--- config.mk ---
export PLATFORM = sky130hd
export DESIGN_NAME = pipe_stage_reg_flat
export DESIGN_NICKNAME = d
export VERILOG_FILES = /design/src/rtl/pipe_pkg.sv /design/src/rtl/pipe_stage_reg_if.sv /design/src/rtl/pipe_skid_buf.sv /design/src/rtl/pipe_stage_reg.sv /design/src/flat_wrapper.sv
export SDC_FILE = /design/constraint.sdc
export NUM_CORES = 1
export LEC_CHECK = 0
export CAP_MARGIN = 20
export CORE_UTILIZATION = 35
export CTS_CLUSTER_DIAMETER = 120
export DETAILED_ROUTE_END_ITERATION = 8
export PLACE_DENSITY = 0.72
export SLEW_MARGIN = 20
export SYNTH_ARGS = -nofsm -noshare
export SYNTH_HDL_FRONTEND = slang
export SYNTH_SLANG_ARGS = --single-unit
export TNS_END_PERCENT = 50
--- constraint.sdc ---
create_clock -name clk -period 1.7 [get_ports clk]
set_clock_uncertainty 0.1 [all_clocks]
set_input_delay 0.255 -clock clk [delete_from_list [all_inputs] [get_ports clk]]
set_output_delay 0.255 -clock clk [all_outputs]
set_load 0.03 [all_outputs]
--- src/rtl/pipe_pkg.sv ---
// Shared constants for the inter-stage pipeline registers: ID/EX bundle widths,
// control-bundle field layout and the NOP control value.
package pipe_pkg;

    localparam int IDEX_CTRL_W = 9;
    localparam int IDEX_DATA_W = 128;
    localparam int OCC_W       = 2;

    localparam logic [IDEX_CTRL_W-1:0] IDEX_NOP_CTRL = '0;

    // ID/EX control bundle layout, LSB first
    localparam int CTRL_ALU_SRC_BIT    = 0;
    localparam int CTRL_MEM_RD_BIT     = 1;
    localparam int CTRL_MEM_WR_BIT     = 2;
    localparam int CTRL_MEM_TO_REG_BIT = 3;
    localparam int CTRL_REG_WR_BIT     = 4;
    localparam int CTRL_BRANCH_BIT     = 5;
    localparam int CTRL_JUMP_BIT       = 6;
    localparam int CTRL_ALU_OP_LSB     = 7;
    localparam int CTRL_ALU_OP_W       = 2;

    typedef struct packed {
        logic [CTRL_ALU_OP_W-1:0] alu_op;
        logic                     jump;
        logic                     branch;
        logic                     reg_wr;
        logic                     mem_to_reg;
        logic                     mem_wr;
        logic                     mem_rd;
        logic                     alu_src;
    } idex_ctrl_t;

endpackage

--- src/rtl/pipe_stage_reg_if.sv ---
// Handshake/payload bundle between two pipeline stages; slave modport is the
// stage register, master modport is the surrounding core (or bench).
interface pipe_stage_reg_if #(
    parameter int CTRL_W = pipe_pkg::IDEX_CTRL_W,
    parameter int DATA_W = pipe_pkg::IDEX_DATA_W
);
    logic                       in_valid;
    logic                       in_ready;
    logic [CTRL_W-1:0]          in_ctrl;
    logic [DATA_W-1:0]          in_data;
    logic                       flush;
    logic                       out_valid;
    logic                       out_ready;
    logic [CTRL_W-1:0]          out_ctrl;
    logic [DATA_W-1:0]          out_data;
    logic [pipe_pkg::OCC_W-1:0] occupancy;

    modport master (
        output in_valid, in_ctrl, in_data, flush, out_ready,
        input  in_ready, out_valid, out_ctrl, out_data, occupancy
    );

    modport slave (
        input  in_valid, in_ctrl, in_data, flush, out_ready,
        output in_ready, out_valid, out_ctrl, out_data, occupancy
    );
endinterface

--- src/rtl/pipe_skid_buf.sv ---
// One-entry skid buffer: parks a beat accepted while the output register is
// stalled, and provides a registered in_ready (high while the skid is empty).
module pipe_skid_buf #(
    parameter int W = 8
) (
    input  logic         clk,
    input  logic         reset_n,
    input  logic         flush,
    input  logic         push,
    input  logic         pop,
    input  logic [W-1:0] din,
    output logic [W-1:0] dout,
    output logic         skid_valid,
    output logic         in_ready
);
    logic [W-1:0] skid_q;
    logic         valid_q;
    logic         rdy_q;

    // push and pop are mutually exclusive: push requires in_ready, i.e. an empty skid
    always_ff @(posedge clk) begin
        if (!reset_n) begin
            valid_q <= 1'b0;
            rdy_q   <= 1'b1;
            skid_q  <= '0;
        end else if (flush || pop) begin
            valid_q <= 1'b0;
            rdy_q   <= 1'b1;
        end else if (push) begin
            valid_q <= 1'b1;
            rdy_q   <= 1'b0;
            skid_q  <= din;
        end
    end

    assign dout       = skid_q;
    assign skid_valid = valid_q;
    assign in_ready   = rdy_q;

endmodule

--- src/rtl/pipe_stage_reg.sv ---
// Inter-stage pipeline register with valid/ready handshake, flush-to-NOP and
// bubble NOP control. Define PIPE_SKID_EN for a skid entry and registered in_ready.
module pipe_stage_reg #(
    parameter int                CTRL_W   = pipe_pkg::IDEX_CTRL_W,
    parameter int                DATA_W   = pipe_pkg::IDEX_DATA_W,
    parameter logic [CTRL_W-1:0] NOP_CTRL = {CTRL_W{1'b0}}
) (
    input logic              clk,
    input logic              reset_n,
    pipe_stage_reg_if.slave  bus
);
    logic              out_valid_q;
    logic [CTRL_W-1:0] out_ctrl_q;
    logic [DATA_W-1:0] out_data_q;
    logic              out_free;
    logic              accept;
    logic              skid_valid;
    logic [CTRL_W-1:0] skid_ctrl;
    logic [DATA_W-1:0] skid_data;

    assign out_free = ~out_valid_q | bus.out_ready;
    assign accept   = bus.in_valid & bus.in_ready;

`ifdef PIPE_SKID_EN
    logic                     skid_push;
    logic                     skid_pop;
    logic                     skid_in_ready;
    logic [CTRL_W+DATA_W-1:0] skid_q;

    assign skid_push = accept & ~out_free;
    assign skid_pop  = skid_valid & out_free;

    pipe_skid_buf #(
        .W(CTRL_W + DATA_W)
    ) u_skid (
        .clk        (clk),
        .reset_n    (reset_n),
        .flush      (bus.flush),
        .push       (skid_push),
        .pop        (skid_pop),
        .din        ({bus.in_ctrl, bus.in_data}),
        .dout       (skid_q),
        .skid_valid (skid_valid),
        .in_ready   (skid_in_ready)
    );

    assign skid_ctrl    = skid_q[CTRL_W+DATA_W-1:DATA_W];
    assign skid_data    = skid_q[DATA_W-1:0];
    assign bus.in_ready = skid_in_ready;
`else
    assign skid_valid   = 1'b0;
    assign skid_ctrl    = NOP_CTRL;
    assign skid_data    = '0;
    assign bus.in_ready = out_free;
`endif

    // Skid beat is older than anything on the input, so it drains first
    always_ff @(posedge clk) begin
        if (!reset_n) begin
            out_valid_q <= 1'b0;
            out_ctrl_q  <= NOP_CTRL;
            out_data_q  <= '0;
        end else if (bus.flush) begin
            out_valid_q <= 1'b0;
            out_ctrl_q  <= NOP_CTRL;
        end else if (out_free) begin
            if (skid_valid) begin
                out_valid_q <= 1'b1;
                out_ctrl_q  <= skid_ctrl;
                out_data_q  <= skid_data;
            end else if (accept) begin
                out_valid_q <= 1'b1;
                out_ctrl_q  <= bus.in_ctrl;
                out_data_q  <= bus.in_data;
            end else begin
                out_valid_q <= 1'b0;
                out_ctrl_q  <= NOP_CTRL;
            end
        end
    end

    assign bus.out_valid = out_valid_q;
    assign bus.out_ctrl  = out_ctrl_q;
    assign bus.out_data  = out_data_q;
    assign bus.occupancy = {1'b0, out_valid_q} + {1'b0, skid_valid};

endmodule

--- src/flat_wrapper.sv ---
// flat-port wrapper written by rule: the top's interface ports become plain ports
module pipe_stage_reg_flat 
#(
    parameter int                CTRL_W   = pipe_pkg::IDEX_CTRL_W,
    parameter int                DATA_W   = pipe_pkg::IDEX_DATA_W,
    parameter logic [CTRL_W-1:0] NOP_CTRL = {CTRL_W{1'b0}}
)
  (clk, reset_n, bus_in_valid, bus_in_ctrl, bus_in_data, bus_flush, bus_out_ready, bus_in_ready, bus_out_valid, bus_out_ctrl, bus_out_data, bus_occupancy);
  pipe_stage_reg_if #(.CTRL_W(CTRL_W), .DATA_W(DATA_W)) bus_i ();
  input logic clk;
  input logic reset_n;
  input wire logic [$bits(bus_i.in_valid)-1:0] bus_in_valid;
  input wire logic [$bits(bus_i.in_ctrl)-1:0] bus_in_ctrl;
  input wire logic [$bits(bus_i.in_data)-1:0] bus_in_data;
  input wire logic [$bits(bus_i.flush)-1:0] bus_flush;
  input wire logic [$bits(bus_i.out_ready)-1:0] bus_out_ready;
  output wire logic [$bits(bus_i.in_ready)-1:0] bus_in_ready;
  output wire logic [$bits(bus_i.out_valid)-1:0] bus_out_valid;
  output wire logic [$bits(bus_i.out_ctrl)-1:0] bus_out_ctrl;
  output wire logic [$bits(bus_i.out_data)-1:0] bus_out_data;
  output wire logic [$bits(bus_i.occupancy)-1:0] bus_occupancy;
  assign bus_i.in_valid = bus_in_valid;
  assign bus_i.in_ctrl = bus_in_ctrl;
  assign bus_i.in_data = bus_in_data;
  assign bus_i.flush = bus_flush;
  assign bus_i.out_ready = bus_out_ready;
  assign bus_in_ready = bus_i.in_ready;
  assign bus_out_valid = bus_i.out_valid;
  assign bus_out_ctrl = bus_i.out_ctrl;
  assign bus_out_data = bus_i.out_data;
  assign bus_occupancy = bus_i.occupancy;
  pipe_stage_reg #(.CTRL_W(CTRL_W), .DATA_W(DATA_W), .NOP_CTRL(NOP_CTRL)) u_core (.clk(clk), .reset_n(reset_n), .bus(bus_i));
endmodule
==> run_results.csv, run 1 <==
group,metric,value,unit
route,dr.pass1.iters,4,
clocking,holdBufCountCts,0,
synth,synth_top_area_share,49.2,%
synth,yosysTopAreaCell,"dfxtp_1",
route,ant_nets,0,
clocking,cts.sinks,138,
power_and_ir_drop,pwr-share-clk,43.1,%
grt,grt.overflow.total,0,
route,num_vias,4887,
grt,grt_use_met2,29.9,%
synth,syn-instance-count,604,
floorplanning,die_w,129,µm
synth,yosys-top-cells-count,"265 x nand2_1, 138 x dfxtp_1, 128 x mux2i_1",
critical_path,crit_type,"flip-flop to output pin",
layout,final_nets,1030,
floorplanning,start_util,36.4,%
critical_path,r2r_setup_slack,0.21,ns
worst_hold_path,min_delay_path_depth,4,
critical_path,r2r-end,"u_core.bus.out_data[74]",
clocking,clk_latency,0.41,ns
sta,final.period_utilization,95.0,%
route,wl_per_cell,13.4,µm
critical_path,critPathRequiredTime,1.34,ns
sta,finalMaxSlewViolations,0,
worst_hold_path,hold-path-endpoint,"u_core.bus.out_data[10]",
synth,yosys_register_bits,138,
clocking,numCtsBuffers,17,
synth,synth_ff_type,"dfxtp_1",
grt,grt_pass1_vias,4647,
synth,synth.avg_cell_area,9.30,µm²
job,maxCapViolCount,0,
route,postRouteWirelength,14900,µm
synth,async_flop_share,0,%
synth,yosysWarnings,0,
power_and_ir_drop,peakVddDrop,0.662,mV
sta,hold_viol,0,
clocking,cts_root_buf,"clkbuf_16",
clocking,path_clk_slew,0.06,ns
layout,syn_to_final_growth,62.1,%
critical_path,crit_fanout,10,
critical_path,endpoint_kind,"output pin",
place,gp_congestion,0.757,
place,portBuffers,281,
floorplanning,die_area,16600,µm²
clocking,cts_tree,"yes",
route,viasPerCell,4.39,
synth,ys_types,17,
synth,yosysSeqAreaShare,49.2,%
layout,fillers,1417,
power_and_ir_drop,powerDensity,948,nW/µm²
power_and_ir_drop,p_int,6.40,mW
layout,drive_gt1_share,7.55,%
floorplanning,die_y,129,µm
sta,period_minus_slack,1.62,ns
floorplanning,io_pins,283,
grt,grt_antenna_before_repair,0,
grt,grt.met1_usage,19.5,%
synth,synth_area,5620,µm²
power_and_ir_drop,pwr-share-seq,40.3,%
layout,instances_no_fill,1112,
sta,setup_viol_count_final,0,
place,place_hpwl,10700,µm
grt,grt_usage,18.0,%
synth,synth.most_common_cell,"nand2_1",
grt,grt_pass1_wl,23100,µm
outcome,outcome,"complete, no violations",
critical_path,r2r_cells,5,
clocking,cts_max_level,4,
sta,fin_tns_setup,0,ns
sta,timing.fmax,619,MHz
sta,rsz0062_at_grt,"false",
layout,fin_util,59.0,%
layout,diodes,0,
critical_path,cp.arrival,1.26,ns
synth,synth-edff-count,0,
power_and_ir_drop,p_sw,2.22,mW
route,drc,0,
critical_path,critPathLaunchType,"flip-flop",
floorplanning,placementRows,45,
critical_path,timing.rr.start,"u_core.bus.out_valid",
synth,synth_fp_nets,746,
worst_hold_path,hp-start,"reset_n",
floorplanning,core,15400,µm²
grt,met3_usage,8.07,%
power_and_ir_drop,cellLeakagePower,4.18,nW
grt,busiest_layer,"met2",
route,drt_first_iter_violations,192,
synth,yosys-top-cells-area,"dfxtp_1 49%, mux2i_1 23%, nand2_1 18%",
clocking,clockBufferDepth,2,
grt,grt_max_degree,60,
power_and_ir_drop,p_sw_share,25.8,%
place,dp.cells,1076,
worst_hold_path,hold_class,"input pin to flip-flop",
power_and_ir_drop,fin_total_pwr,8.63,mW
power_and_ir_drop,power_frac_comb,16.6,%
repair_timing:
action,4_1_cts,5_1_grt
resized for setup,143,1
setup endpoints to repair,140,1
setup buffers,0,4
gates cloned,0,0
flip-flops by register name (all words and copies together), names as in the netlist:
signal and cells:
u_core.bus.out_ctrl 9, u_core.bus.out_data 128, u_core.bus.out_valid 1
cell usage in the layout, fill, tap and decap left out:
cell type | synthesis | layout
nand3_1 | 9 | 9
clkbuf_16 | 0 | 17
conb_1 | 1 | 1
dfxtp_1 | 138 | 137
bufinv_16 | 0 | 2
buf_12 | 13 | 13
buf_8 | 0 | 1
nor2b_4 | 1 | 1
clkbuf_8 | 0 | 4
nand2b_1 | 1 | 1
buf_6 | 1 | 2
buf_4 | 2 | 18
nor3b_4 | 1 | 1
clkinvlp_4 | 0 | 4
clkdlybuf4s50_1 | 0 | 140
clkinv_4 | 0 | 1
a21oi_1 | 9 | 9
inv_6 | 0 | 1
clkinv_2 | 0 | 1
nand2_1 | 265 | 265
nor2_1 | 2 | 2
dfxtp_2 | 0 | 1
dlygate4sd2_1 | 0 | 139
clkbuf_1 | 9 | 2
inv_4 | 0 | 1
mux2i_1 | 128 | 128
per-stage QoR:
stage | worst slack, ns | instance area, µm² | hold slack (ns)
2_1_floorplan | 0.208 | 5620 | 0.297
3_3_place_gp | -0.139 | 8630 | 0.340
3_5_place_dp | -0.166 | 8630 | 0.345
6_report | 0.0844 | 9100 | 0.217
4_1_cts | 0.0232 | 9070 | 0.199
5_1_grt | 0.00802 | 9100 | 0.217
kinds of logic after synthesis:
family	synth area share [%]
AND/OR/NAND/NOR	19.3
other	0.0668
buffers and inverters	7.80
flip-flops	49.2
multiplexers	22.8
AO/OA/AOI/OAI	0.802
cell type report:
| type | count | area, µm² | share of cell area (%) |
|---|---|---|---|
| Multi-Input combinational cell | 417 | 2420 | 26.5 |
| Inverter | 1 | 6.26 | 0.0687 |
| Timing Repair Buffer | 313 | 3050 | 33.5 |
| Clock buffer | 23 | 488 | 5.36 |
| Sequential cell | 138 | 2760 | 30.4 |
| Tap cell | 211 | 264 | 2.90 |
| Clock inverter | 9 | 113 | 1.24 |
metal layers:
layer | share of wire, % | routed length (µm)
met2 | 46 | 6840
met1 | 42 | 6200
met5 | 0 | 0
met4 | 2.4 | 359
met3 | 10 | 1490
critical path, cell delays in order (launching register included):
cell	delay (ns)
dfxtp_2	0.33
nor2b_4	0.19
buf_8	0.14
inv_4	0.06
buf_6	0.14
how the worst max path moves through the flow:
stage                          from                      end  slack [ns]  depth (start not counted)
6_report       u_core.bus.out_valid             bus_in_ready        0.08                          4
5_1_grt        u_core.bus.out_valid             bus_in_ready       0.008                          4
4_1_cts        u_core.bus.out_valid             bus_in_ready        0.02                          4
3_5_place_dp          bus_out_ready  u_core.bus.out_data[26]       -0.17                          6
3_3_place_gp          bus_out_ready  u_core.bus.out_data[70]       -0.14                          6
2_1_floorplan  u_core.bus.out_valid   u_core.bus.out_data[0]        0.21                          5
power groups by stage:
stage	clock network (mW)	registers (mW)	logic, mW
3_5_place_dp	0	3.55	1.55
5_1_grt	3.95	3.50	1.53
2_1_floorplan	0	3.87	0.485
6_report	3.72	3.48	1.43
4_1_cts	3.81	3.48	1.44
3_3_place_gp	0	3.55	1.54
No activity file was read; power rests on OpenSTA's default activity.
==> run 2, diff against run 1 <==
--- a/config.mk
+++ b/config.mk
@@ -7,6 +7,7 @@
 export LEC_CHECK = 0
 export CAP_MARGIN = 20
 export CORE_UTILIZATION = 35
+export CTS_BUF_LIST = sky130_fd_sc_hd__clkbuf_16
 export CTS_CLUSTER_DIAMETER = 120
 export DETAILED_ROUTE_END_ITERATION = 8
 export PLACE_DENSITY = 0.72
==> run_results.csv, run 2 (synthesis gave the netlist of run 1 again) <==
group,metric,value,unit
power_and_ir_drop,p_sw_share,26.4,%
route,viasPerCell,4.40,
power_and_ir_drop,pwr-share-seq,41.2,%
route,ant_nets,0,
floorplanning,die_area,16600,µm²
power_and_ir_drop,fin_total_pwr,8.43,mW
worst_hold_path,hold-path-endpoint,"u_core.bus.out_data[10]",
critical_path,cpMaxStageDelayCell,"dfxtp_2",
floorplanning,start_util,36.4,%
power_and_ir_drop,p_sw,2.22,mW
layout,syn_to_final_growth,61.2,%
critical_path,critPathRequiredTime,1.34,ns
grt,grt.met1_usage,19.6,%
power_and_ir_drop,pwr-share-clk,41.8,%
critical_path,crit_fanout,10,
grt,grt_usage,17.9,%
route,postRouteWirelength,14900,µm
sta,fin_tns_setup,0,ns
critical_path,path_cells,"nor2b_4 -> buf_8 -> inv_4 -> buf_6",
sta,finalMaxSlewViolations,0,
place,gp_congestion,0.757,
floorplanning,die_y,129,µm
worst_hold_path,hp-start,"reset_n",
job,maxCapViolCount,0,
power_and_ir_drop,power_frac_comb,16.9,%
power_and_ir_drop,peakVddDrop,0.649,mV
clocking,path_clk_slew,0.06,ns
critical_path,r2r-end,"u_core.bus.out_data[74]",
grt,grt_use_met2,30.0,%
sta,timing.fmax,616,MHz
critical_path,timing.rr.start,"u_core.bus.out_valid",
route,drt_first_iter_violations,214,
critical_path,endpoint_kind,"output pin",
layout,diodes,0,
clocking,numCtsBuffers,17,
power_and_ir_drop,powerDensity,932,nW/µm²
critical_path,crit_path_max_incr_delay,0.32,ns
grt,met3_usage,7.36,%
place,portBuffers,281,
layout,final_common_cell,"nand2_1",
grt,grt.overflow.total,0,
sta,rsz0062_at_grt,"false",
critical_path,r2r_cells,5,
worst_hold_path,min_delay_path_depth,4,
sta,final.period_utilization,95.5,%
clocking,cts_tree,"yes",
critical_path,critPathLaunchType,"flip-flop",
layout,largest_reg_flops,128,
route,dr.pass1.iters,4,
grt,grt_pass1_vias,4641,
sta,setup_viol_count_final,0,
outcome,outcome,"complete, no violations",
layout,regArea,2760,µm²
critical_path,cp.arrival,1.27,ns
route,num_vias,4885,
sta,period_minus_slack,1.62,ns
sta,whs,0.221,ns
floorplanning,core,15400,µm²
floorplanning,die_w,129,µm
layout,layout_common_cells,"265 x nand2_1, 140 x clkdlybuf4s50_1, 139 x dlygate4sd2_1",
route,wl_per_cell,13.4,µm
critical_path,r2r_setup_slack,0.21,ns
layout,drive_gt1_share,7.00,%
critical_path,crit_type,"flip-flop to output pin",
grt,busiest_layer,"met2",
clocking,holdBufCountCts,0,
power_and_ir_drop,p_int,6.21,mW
clocking,clk_latency,0.41,ns
layout,multi_input_area,2420,µm²
grt,grt_max_degree,60,
route,drc,0,
layout,final_nets,1029,
floorplanning,io_pins,283,
sta,hold_viol,0,
worst_hold_path,hold_class,"input pin to flip-flop",
place,place_hpwl,10700,µm
clocking,cts_root_buf,"clkbuf_16",
clocking,cts.sinks,138,
layout,fillers,1423,
power_and_ir_drop,cellLeakagePower,4.16,nW
grt,grt_antenna_before_repair,0,
grt,grt_pass1_wl,23100,µm
clocking,clockBufferDepth,2,
floorplanning,placementRows,45,
clocking,cts_max_level,4,
-- run 2: stage by stage --
step | cells | util [%] | worst slack, ns | cell area (µm²)
after floorplan | 604 | - | 0.208 | 5620
after global placement | 1076 | 55.9 | -0.139 | 8630
final | 1111 | 58.7 | 0.0762 | 9050
after global routing | 1111 | 58.7 | 0.000459 | 9050
after CTS | 1108 | 58.5 | 0.0241 | 9030
after detailed placement | 1076 | 55.9 | -0.166 | 8630
-- run 2: cell type report --
class                      instances  share of cell area, %
timing repair buffer             312                   33.6
clock buffer                      17                   4.70
tap                              211                   2.92
sequential                       138                   30.5
clock inverter                    15                   1.49
multi-input combinational        417                   26.7
inverter                           1                 0.0691
-- run 2: worst max path at each step --
| stage | startpoint | to | slack [ns] |
|---|---|---|---|
| 5_1_grt | u_core.bus.out_valid | bus_in_ready | 0.0005 |
| 4_1_cts | u_core.bus.out_valid | bus_in_ready | 0.02 |
| 6_report | u_core.bus.out_valid | bus_in_ready | 0.08 |
| 3_3_place_gp | bus_out_ready | u_core.bus.out_data[70] | -0.14 |
| 2_1_floorplan | u_core.bus.out_valid | u_core.bus.out_data[0] | 0.21 |
| 3_5_place_dp | bus_out_ready | u_core.bus.out_data[26] | -0.17 |
-- run 2: timing repair --
item,in CTS,in global routing
endpoints found under the setup margin,140,1
gates resized for setup,143,1
buffers inserted,0,3
hold endpoints to repair,0,0
-- run 2: worst max-delay path: cells and delay by family, from the launching register on --
kind / cells / cell delay (ns)
flip-flops: 1 / 0.32
buffers and inverters: 3 / 0.34
AND/OR/NAND/NOR: 1 / 0.19
-- run 2: routing by layer --
| layer | wire [µm] | share of wire (%) |
|---|---|---|
| met5 | 0 | 0 |
| met4 | 366 | 2.5 |
| met3 | 1450 | 9.7 |
| met2 | 6860 | 46 |
| met1 | 6260 | 42 |
-- run 2: power groups by stage --
stage	registers [mW]	logic [mW]	clock network [mW]
6_report	3.48	1.43	3.53
5_1_grt	3.50	1.53	3.75
4_1_cts	3.48	1.44	3.62
3_5_place_dp	3.55	1.55	0
3_3_place_gp	3.55	1.54	0
2_1_floorplan	3.87	0.485	0
==> run 3, diff against run 2 <==
--- a/config.mk
+++ b/config.mk
@@ -7,7 +7,7 @@
 export LEC_CHECK = 0
 export CAP_MARGIN = 20
 export CORE_UTILIZATION = 35
-export CTS_BUF_LIST = sky130_fd_sc_hd__clkbuf_16
+export CTS_BUF_LIST = sky130_fd_sc_hd__clkbuf_8
 export CTS_CLUSTER_DIAMETER = 120
 export DETAILED_ROUTE_END_ITERATION = 8
 export PLACE_DENSITY = 0.72
==> constraint.sdc (replaced) <==
create_clock -name clk -period 2 [get_ports clk]
set_clock_uncertainty 0.1 [all_clocks]
set_input_delay 0.5 -clock clk [delete_from_list [all_inputs] [get_ports clk]]
set_output_delay 0.5 -clock clk [all_outputs]
set_load 0.03 [all_outputs]
==> run_results.csv, run 3 (synthesis gave the netlist of run 1 again) <==
group,metric,value,unit
power_and_ir_drop,pwr-share-clk,36.2,%
grt,grt_pass1_vias,4617,
floorplanning,start_util,36.4,%
worst_hold_path,hold_class,"flip-flop to flip-flop",
power_and_ir_drop,fin_total_pwr,6.53,mW
route,routed-wl-met3,1460,µm
route,num_vias,4913,
sta,whs,0.346,ns
clocking,clk_latency,0.43,ns
critical_path,critPathLaunchType,"flip-flop",
route,ant_nets,0,
floorplanning,core,15400,µm²
power_and_ir_drop,p_sw_share,27.1,%
layout,diodes,0,
floorplanning,die_area,16600,µm²
floorplanning,die_w,129,µm
sta,final.period_utilization,94.0,%
sta,period_minus_slack,1.88,ns
route,wl_per_cell,13.2,µm
sta,hold_viol,0,
power_and_ir_drop,powerDensity,733,nW/µm²
place,gp_congestion,0.790,
place,place_hpwl,10600,µm
route,highest_layer,"met4",
critical_path,critPathRequiredTime,1.40,ns
clocking,cts_root_buf,"clkbuf_8",
layout,fin_util,57.7,%
route,viasPerCell,4.42,
critical_path,endpoint_kind,"output pin",
grt,grt_usage,17.6,%
clocking,cts_max_level,4,
sta,setup_viol_count_final,0,
grt,grt_max_degree,76,
clocking,cts_tree,"yes",
layout,drive_gt1_share,7.44,%
sta,rsz0062_at_grt,"false",
critical_path,crit_type,"flip-flop to output pin",
sta,finalMaxSlewViolations,0,
grt,grt_pass1_wl,22700,µm
clocking,clockBufferDepth,2,
layout,final_nets,1031,
route,wirelength_met1,5990,µm
layout,largest_reg_flops,128,
critical_path,cp.arrival,1.28,ns
route,drc,0,
sta,worst_slack,0.119,ns
job,maxCapViolCount,0,
floorplanning,die_y,129,µm
route,dr.pass1.iters,6,
sta,timing.fmax,532,MHz
critical_path,r2r_setup_slack,0.52,ns
power_and_ir_drop,cellLeakagePower,4.12,nW
clocking,path_clk_slew,0.07,ns
grt,grt.overflow.total,0,
sta,fin_tns_setup,0,ns
layout,final_common_cell,"nand2_1",
route,postRouteWirelength,14700,µm
clocking,numCtsBuffers,17,
layout,syn_to_final_growth,58.5,%
place,portBuffers,281,
route,met2WireLength,6960,µm
place,dp_slack,-0.116,ns
layout,layout_common_cells,"265 x nand2_1, 140 x dlygate4sd2_1, 139 x clkdlybuf4s50_1",
power_and_ir_drop,power_frac_comb,18.6,%
power_and_ir_drop,peakVddDrop,0.327,mV
grt,grt_antenna_before_repair,0,
floorplanning,io_pins,283,
outcome,outcome,"complete, no violations",
power_and_ir_drop,pwr-share-seq,45.2,%
power_and_ir_drop,p_int,4.76,mW
route,drt_first_iter_violations,206,
clocking,cts.sinks,138,
critical_path,crit_fanout,3,
floorplanning,placementRows,45,
power_and_ir_drop,p_sw,1.77,mW
-- run 3: timing repair --
action,in CTS,in global routing
gates resized for setup,140,0
hold buffers,0,0
buffers inserted,0,0
setup endpoints to repair,140,0
-- run 3: metrics by stage --
| step | instances | cell area [µm²] |
|---|---|---|
| 2_1_floorplan | 604 | 5620 |
| 3_3_place_gp | 1081 | 8670 |
| 3_5_place_dp | 1081 | 8670 |
| 4_1_cts | 1112 | 8900 |
| 5_1_grt | 1112 | 8900 |
| 6_report | 1112 | 8900 |
-- run 3: routing by layer --
metal	vias up	global-route usage [%]
met5	-	0
met4	0	6.44
met3	19	8.15
met2	190	29.2
met1	2197	19.7
li1	2507	-
-- run 3: worst max-delay path, cell delays in order, from the launching register on --
cell and delay (ns):
dfxtp_1 0.34, nor2b_4 0.18, buf_4 0.14, inv_2 0.03, buf_4 0.15
-- run 3: area by class of cell --
type / instances / area [µm²]
Timing Repair Buffer: 314 / 3050
Tap cell: 211 / 264
Clock buffer: 19 / 262
Inverter: 1 / 3.75
Clock inverter: 12 / 150
Multi-Input combinational cell: 417 / 2420
Fill cell: 1459 / 6520
Sequential cell: 138 / 2760
-- run 3: power groups by stage --
stage                     sequential, mW  combinational (mW)  clock [mW]
after CTS                           2.95                1.23        2.45
after global placement              3.02                1.31           0
final                               2.95                1.22        2.36
after detailed placement            3.02                1.32           0
after floorplan                     3.29               0.412           0
after global routing                2.97                1.30        2.55
-- run 3: path summary, 6_finish.rpt --
kind,start,end,depth (start not counted)
hold / removal,u_core.bus.out_ctrl[8],u_core.bus.out_ctrl[8],2
setup reg to reg,u_core.bus.out_valid,u_core.bus.out_data[99],5
hold reg to reg,u_core.bus.out_ctrl[8],u_core.bus.out_ctrl[8],2
setup / recovery,u_core.bus.out_valid,bus_in_ready,4
